### src/rtl/frontend.sv
`default_nettype none
// ============================================================================
// Module   : frontend
// Purpose  : Multi-cycle RV32I fetch/decode sequencer (FETCH/EXEC/WB) that
//            drives backend ALU, memory and register-file controls.
// Revision : 1.0 - initial release
// ============================================================================
module frontend #(
    parameter logic [31:0] RESET_PC = 32'h0000_0000,
    parameter logic [31:0] NOP_WORD = 32'h0000_0013
) (
    input  logic        clk,
    input  logic        rst,
    input  logic [31:0] imem_data,
    input  logic [31:0] qa,
    input  logic        is_lt,
    input  logic        is_ltu,
    input  logic        is_zero,
    output logic [31:0] imem_addr,
    output logic [4:0]  rs1,
    output logic [4:0]  rs2,
    output logic [4:0]  rd,
    output logic [7:0]  alu_op,
    output logic [7:0]  mem_op,
    output logic        load,
    output logic        store,
    output logic        alu_src_1,
    output logic        alu_src_2,
    output logic [31:0] alu_imm_1,
    output logic [31:0] alu_imm_2,
    output logic        reg_we,
    output logic        halted
);

    typedef enum logic [1:0] {
        S_FETCH = 2'd0,
        S_EXEC  = 2'd1,
        S_WB    = 2'd2,
        S_HALT  = 2'd3
    } state_t;

    localparam logic [6:0] C_OP_LUI    = 7'b0110111;
    localparam logic [6:0] C_OP_AUIPC  = 7'b0010111;
    localparam logic [6:0] C_OP_JAL    = 7'b1101111;
    localparam logic [6:0] C_OP_JALR   = 7'b1100111;
    localparam logic [6:0] C_OP_BRANCH = 7'b1100011;
    localparam logic [6:0] C_OP_LOAD   = 7'b0000011;
    localparam logic [6:0] C_OP_STORE  = 7'b0100011;
    localparam logic [6:0] C_OP_IMM    = 7'b0010011;
    localparam logic [6:0] C_OP_REG    = 7'b0110011;
    localparam logic [6:0] C_OP_FENCE  = 7'b0001111;

    localparam logic [7:0] C_ALU_ADD = 8'b0000_0011;
    localparam logic [7:0] C_ALU_SUB = 8'b0000_0010;

    state_t      r_state;
    state_t      w_state_nxt;
    logic [31:0] r_pc;
    logic [31:0] r_ir;

    logic [6:0]  w_opcode;
    logic [2:0]  w_funct3;
    logic [31:0] w_imm_i, w_imm_s, w_imm_b, w_imm_u, w_imm_j;
    logic [31:0] w_pc_plus4;
    logic [31:0] w_target;
    logic [7:0]  w_arith_op;
    logic [7:0]  w_alu_op, w_mem_op;
    logic        w_load, w_store, w_src1, w_src2, w_writes, w_illegal, w_halt;
    logic [31:0] w_imm1, w_imm2;

    assign w_opcode   = r_ir[6:0];
    assign w_funct3   = r_ir[14:12];
    assign w_imm_i    = {{20{r_ir[31]}}, r_ir[31:20]};
    assign w_imm_s    = {{20{r_ir[31]}}, r_ir[31:25], r_ir[11:7]};
    assign w_imm_b    = {{19{r_ir[31]}}, r_ir[31], r_ir[7], r_ir[30:25], r_ir[11:8], 1'b0};
    assign w_imm_u    = {r_ir[31:12], 12'b0};
    assign w_imm_j    = {{11{r_ir[31]}}, r_ir[31], r_ir[19:12], r_ir[20], r_ir[30:21], 1'b0};
    assign w_pc_plus4 = r_pc + 32'd4;

    assign imem_addr = r_pc;
    assign rs1       = r_ir[19:15];
    assign rs2       = r_ir[24:20];
    assign rd        = r_ir[11:7];

    // Shared OP / OP-IMM function decode; IR[30] selects SUB only for register ops.
    always_comb begin
        w_arith_op = '0;
        case (w_funct3)
            3'b000:  w_arith_op = (w_opcode == C_OP_REG && r_ir[30]) ? C_ALU_SUB : C_ALU_ADD;
            3'b001:  w_arith_op = 8'b0010_0000;
            3'b010:  w_arith_op = 8'b1000_0010;
            3'b011:  w_arith_op = 8'b0100_0010;
            3'b100:  w_arith_op = 8'b0000_0100;
            3'b101:  w_arith_op = r_ir[30] ? 8'b0000_1000 : 8'b0001_0000;
            3'b110:  w_arith_op = 8'b0000_0101;
            default: w_arith_op = 8'b0000_0110;
        endcase
    end

    always_comb begin
        w_alu_op  = '0;
        w_mem_op  = '0;
        w_load    = 1'b0;
        w_store   = 1'b0;
        w_src1    = 1'b0;
        w_src2    = 1'b0;
        w_imm1    = '0;
        w_imm2    = '0;
        w_writes  = 1'b0;
        w_illegal = 1'b0;
        w_target  = w_pc_plus4;
        case (w_opcode)
            C_OP_LUI: begin
                w_src1 = 1'b1; w_src2 = 1'b1; w_imm2 = w_imm_u;
                w_alu_op = C_ALU_ADD; w_writes = 1'b1;
            end
            C_OP_AUIPC: begin
                w_src1 = 1'b1; w_src2 = 1'b1; w_imm1 = r_pc; w_imm2 = w_imm_u;
                w_alu_op = C_ALU_ADD; w_writes = 1'b1;
            end
            C_OP_JAL: begin
                w_src1 = 1'b1; w_src2 = 1'b1; w_imm1 = r_pc; w_imm2 = 32'd4;
                w_alu_op = C_ALU_ADD; w_writes = 1'b1;
                w_target = r_pc + w_imm_j;
            end
            C_OP_JALR: begin
                w_src1 = 1'b1; w_src2 = 1'b1; w_imm1 = r_pc; w_imm2 = 32'd4;
                w_alu_op = C_ALU_ADD; w_writes = 1'b1;
                w_target = (qa + w_imm_i) & ~32'd1;
                w_illegal = (w_funct3 != 3'b000);
            end
            C_OP_BRANCH: begin
                w_alu_op = C_ALU_SUB;
                case (w_funct3)
                    3'b000:  w_target = is_zero  ? r_pc + w_imm_b : w_pc_plus4;
                    3'b001:  w_target = !is_zero ? r_pc + w_imm_b : w_pc_plus4;
                    3'b100:  w_target = is_lt    ? r_pc + w_imm_b : w_pc_plus4;
                    3'b101:  w_target = !is_lt   ? r_pc + w_imm_b : w_pc_plus4;
                    3'b110:  w_target = is_ltu   ? r_pc + w_imm_b : w_pc_plus4;
                    3'b111:  w_target = !is_ltu  ? r_pc + w_imm_b : w_pc_plus4;
                    default: w_illegal = 1'b1;
                endcase
            end
            C_OP_LOAD: begin
                w_src2 = 1'b1; w_imm2 = w_imm_i; w_alu_op = C_ALU_ADD;
                w_load = 1'b1; w_writes = 1'b1;
                case (w_funct3)
                    3'b000:  w_mem_op = 8'b1000_0000;
                    3'b001:  w_mem_op = 8'b0100_0000;
                    3'b010:  w_mem_op = 8'b0010_0000;
                    3'b100:  w_mem_op = 8'b0001_0000;
                    3'b101:  w_mem_op = 8'b0000_1000;
                    default: begin w_illegal = 1'b1; w_load = 1'b0; w_writes = 1'b0; end
                endcase
            end
            C_OP_STORE: begin
                w_src2 = 1'b1; w_imm2 = w_imm_s; w_alu_op = C_ALU_ADD; w_store = 1'b1;
                case (w_funct3)
                    3'b000:  w_mem_op = 8'b0000_0100;
                    3'b001:  w_mem_op = 8'b0000_0010;
                    3'b010:  w_mem_op = 8'b0000_0001;
                    default: begin w_illegal = 1'b1; w_store = 1'b0; end
                endcase
            end
            C_OP_IMM: begin
                w_src2 = 1'b1; w_alu_op = w_arith_op; w_writes = 1'b1;
                w_imm2 = (w_funct3 == 3'b001 || w_funct3 == 3'b101) ?
                         {27'b0, r_ir[24:20]} : w_imm_i;
            end
            C_OP_REG: begin
                w_alu_op = w_arith_op; w_writes = 1'b1;
            end
            C_OP_FENCE: ;
            default:  w_illegal = 1'b1;
        endcase
    end

    // PC is always word aligned, so only a jump/branch can set bit 1.
    assign w_halt = w_illegal | w_target[1];

    always_ff @(posedge clk or negedge rst) begin
        if (!rst) begin
            r_state <= S_FETCH;
            r_pc    <= RESET_PC;
            r_ir    <= NOP_WORD;
        end else begin
            r_state <= w_state_nxt;
            if (r_state == S_FETCH) r_ir <= imem_data;
            if (r_state == S_WB)    r_pc <= w_target;
        end
    end

    always_comb begin
        w_state_nxt = r_state;
        alu_op      = '0;
        mem_op      = '0;
        load        = 1'b0;
        store       = 1'b0;
        alu_src_1   = 1'b0;
        alu_src_2   = 1'b0;
        alu_imm_1   = '0;
        alu_imm_2   = '0;
        reg_we      = 1'b0;
        halted      = 1'b0;
        case (r_state)
            S_FETCH: w_state_nxt = S_EXEC;
            S_EXEC, S_WB: begin
                alu_op    = w_alu_op;
                mem_op    = w_mem_op;
                load      = w_load;
                alu_src_1 = w_src1;
                alu_src_2 = w_src2;
                alu_imm_1 = w_imm1;
                alu_imm_2 = w_imm2;
                if (r_state == S_EXEC) begin
                    store       = w_store && !w_halt;
                    w_state_nxt = w_halt ? S_HALT : S_WB;
                end else begin
                    reg_we      = w_writes && (r_ir[11:7] != 5'd0);
                    w_state_nxt = S_FETCH;
                end
            end
            default: halted = 1'b1;
        endcase
    end

endmodule
`default_nettype wire

### config.mk
export PLATFORM = sky130hd
export DESIGN_NAME = frontend
export DESIGN_NICKNAME = d
export VERILOG_FILES = /design/src/rtl/frontend.sv
export SDC_FILE = /design/constraint.sdc
export NUM_CORES = 1
export LEC_CHECK = 0
export ABC_AREA = 1
export CAP_MARGIN = 20
export CORE_MARGIN = 1.5
export CORE_UTILIZATION = 52
export CTS_CLUSTER_DIAMETER = 120
export DETAILED_ROUTE_END_ITERATION = 12
export HOLD_SLACK_MARGIN = 0.1
export PLACE_DENSITY = 0.8
export SYNTH_ARGS = -nofsm -noshare
export SYNTH_HDL_FRONTEND = slang
export SYNTH_SLANG_ARGS = --single-unit
### constraint.sdc
create_clock -name clk -period 7.5 [get_ports clk]
set_input_delay 1.5 -clock clk [delete_from_list [all_inputs] [get_ports clk]]
set_output_delay 1.5 -clock clk [all_outputs]
set_load 0.01 [all_outputs]
==> results.tsv <==
stage	metric	value	unit
clocking	post_cts_buffers	0	
grt	grt_pass1_vias	12000	
yosys	yosys_register_bits	65	
worst_setup_path	worstSetupPathType	in -> out	
yosys	async_reset_ff_frac	1.00	
clocking	ctsHoldBuffers	0	
die	row_count	51	
cells_and_area	fin_nets	2033	
worst_hold_path	hold_start	r_ir[4]	
worst_setup_path	rrSetupSlack	4150	ps
yosys	yosysSeqAreaShare	0.159	
placed_design	gp_congestion	1.05	
timing	rsz0062_at_grt	no	
worst_setup_path	path_depth	14	
cells_and_area	final_layout_size_suffix_gt1_frac	0.0673	
timing	finalClockSkew	15.9	ps
grt	grt_pass1_wl	67400	um
timing	relSlewSlack	0.249	
pwr	power.density	75.0	nW/um^2
die	die-width	144	um
timing	maxSlewViolCount	0	
worst_setup_path	ff2ff_path_depth	12	
die	initial_utilization	0.530	
grt	overflow	0	
die	core	19400	um^2
clocking	clk_pin_slew	60	ps
clocking	htreeDepth	3	
die	die_area	20600	um^2
worst_setup_path	crit_start	is_zero	
yosys	yosys.area.top_type	dfrtp_1	
route	vias	13000	
route	vias_per_cell	6.04	
yosys	synth_area_per_cell	5.99	um^2
run_status	outcome	completed	
worst_hold_path	min_path_type	reg -> reg	
worst_setup_path	path_cells	clkdlybuf4s50_1, inv_1, nand2_1, nand2_1, nor2_1, nand2_4, nand2_4, inv_2, nand2_1, nand3_1, a21oi_2, nand3_1, nor2_1, clkdlybuf4s50_1	
route	routedWlPerCell	20.8	um
timing	fmax	0.181	GHz
die	die_y	144	um
worst_setup_path	crit_family	buffers and inverters	
yosys	synth-edff-count	0	
pwr	p_leak	5.47	nW
grt	antenna_found_initial	1	
worst_setup_path	required	6000	ps
yosys	synth-main-ff-cell	dfrtp_1	
timing	period_share	0.735	
cells_and_area	syn2layout_area_growth	23.1	%
route	first_iter_violations	1484	
worst_setup_path	slowest_delay	570	ps
yosys	synth_cell_types	64	
grt	grt_max_degree	66	
worst_setup_path	critPathCaptureType	output port	
worst_setup_path	crit_end	store	
cells_and_area	fill_cells	1845	
worst_setup_path	worstPathArrival	4020	ps
placed_design	hpwl	35500	um
grt	grtUsageTotal	0.433	
worst_setup_path	crit_top_cell	nand2_1	
placed_design	port_buffers	199	
timing	tightest_slew	1120	ps
pwr	ir_drop	111	uV
clocking	ctsResizeCount	0	
worst_setup_path	cp_max_fo	12	
flow_run	drv_cap	0	
worst_setup_path	reg2reg_to	imem_addr[18]	
clocking	clockBufferDepth	2	
clocking	tritoncts	done	
yosys	synth_warnings	0	
timing	tns	0	ps
timing	fin_hold_ws	594	ps
yosys	synth_top_cell_area_share	0.151	
route	finalWirelength	44800	um
worst_setup_path	start_kind	input pin	
clocking	clk_latency	360	ps
yosys	synthCells	1715	
timing	final_hold_viol_count	0	
route	drt_drc_violations_left	0	
worst_setup_path	worst-path-buf-inv	4	
route	ant_nets	0	
clocking	root_buffer	clkbuf_16	
yosys	synth.area.top_cells	dfrtp_1 15%, nand2_1 14%, ha_1 9.7%	
die	ios	202	
yosys	syn_area	10300	um^2
worst_setup_path	r2r-start	r_ir[31]	
clocking	cts_buffers	9	
route	drtPass1Iterations	6	
clocking	clkSinkCount	65	
timing	period_needed	5520	ps
worst_setup_path	crit_slowest_cell	clkdlybuf4s50_1	
timing	setup_violations	0	
metal layers:
| metal | vias up | track usage | wire length, um |
|---|---|---|---|
| li1 | 6099 | - | - |
| met1 | 5919 | 0.541 | 17700 |
| met2 | 828 | 0.677 | 19400 |
| met3 | 152 | 0.114 | 5180 |
| met4 | 2 | 0.240 | 2470 |
| met5 | - | 0 | 15 |
per-stage QoR:
stage | setup WS (ps) | util | total power, mW | std cells | area, um^2
after global placement | 2070 | 0.636 | 0.495 | 2134 | 12300
after floorplan | 3440 | - | 0.432 | 1716 | 10300
after global routing | 1790 | 0.652 | 0.983 | 2151 | 12600
after CTS | 2040 | 0.651 | 0.945 | 2150 | 12600
final | 1980 | 0.652 | 0.949 | 2153 | 12700
after detailed placement | 2050 | 0.636 | 0.498 | 2134 | 12300
worst min path at each step:
| stage | endpoint | slack [ps] | cells past startpoint |
|---|---|---|---|
| CTS | r_ir[4] | 590 | 2 |
| detailed placement | r_ir[4] | 580 | 2 |
| global route | r_ir[4] | 620 | 2 |
| global placement | r_ir[4] | 560 | 2 |
| floorplan | r_ir[4] | 540 | 2 |
| finish | r_ir[4] | 590 | 2 |
power breakdown:
part / total, mW / switching, mW / internal, mW
clock: 0.455 / 0.194 / 0.261
combinational: 0.142 / 0.0794 / 0.0631
sequential: 0.352 / 0.000745 / 0.351
total: 0.949 / 0.274 / 0.675
synth_stat cells (12+ instances only):
cell      number
nand4_1       35
o21ai_0      124
or2_2         13
nor3_1        65
inv_2         13
xor2_1        15
nor2_1       206
nand2_1      393
inv_1        196
clkbuf_1      18
dfrtp_1       62
nand3_1      111
o21ai_1       15
ha_1          80
buf_4         19
a21oi_1      153
nor2_2        12
sequential cells by signal, summed over array words and instances, names as in the netlist:
| register | cells |
|---|---|
| r_ir | 32 |
| imem_addr | 31 |
| r_state | 2 |
layout by cell type, fill, tap and decap left out, types with 4 or more instances in the layout:
master / count
nand2_4: 4
o2111ai_1: 6
inv_2: 13
clkdlybuf4s50_1: 198
xor2_1: 15
or2_2: 13
o21ai_0: 124
a22oi_1: 4
dfrtp_1: 62
o211ai_1: 4
o21ai_2: 11
clkbuf_16: 9
inv_1: 196
a21boi_0: 6
o21ai_1: 15
nand3_2: 4
nand2_2: 8
o31ai_1: 4
o22ai_1: 5
nand2_1: 393
a31oi_1: 7
nand3b_1: 10
buf_4: 7
o21bai_1: 9
nand4_1: 35
nor4_1: 9
nor2_2: 13
nor2_1: 205
a41oi_1: 4
nand3_1: 111
a21o_1: 9
a21oi_1: 153
nor3_1: 65
nor3b_1: 7
ha_1: 79
nor2_4: 5
cell type report:
cell class | count | area (um^2) | area share
timing repair buffer | 207 | 2050 | 0.162
inverter | 214 | 812 | 0.0642
tap | 265 | 332 | 0.0262
antenna | 2 | 5.00 | 0.000396
multi-input combinational | 1384 | 7520 | 0.594
clock inverter | 7 | 77.6 | 0.00613
sequential | 65 | 1630 | 0.129
clock buffer | 9 | 225 | 0.0178
logic make-up (layout without fill, tap and decap cells):
family | count (synthesis) | in the layout | synth area share
xor+xnor | 16 | 16 | 0.0144
fa+ha+maj | 83 | 83 | 0.103
compound gates | 377 | 377 | 0.208
simple gates | 903 | 903 | 0.401
flops | 65 | 65 | 0.159
buf+inv | 267 | 437 | 0.111
mux | 3 | 3 | 0.00329
other cells | 1 | 4 | 0.000365
worst register-to-register path: cells and delay by family, from the launching register on:
family                     cells  cell delay [ps]
AOI/OAI and AO/OA              5             1180
adders and majority gates      1              520
buffers and inverters          1              300
DFF                            1              360
and+or+nand+nor                5              880
No activity file was read; power rests on OpenSTA's default activity.
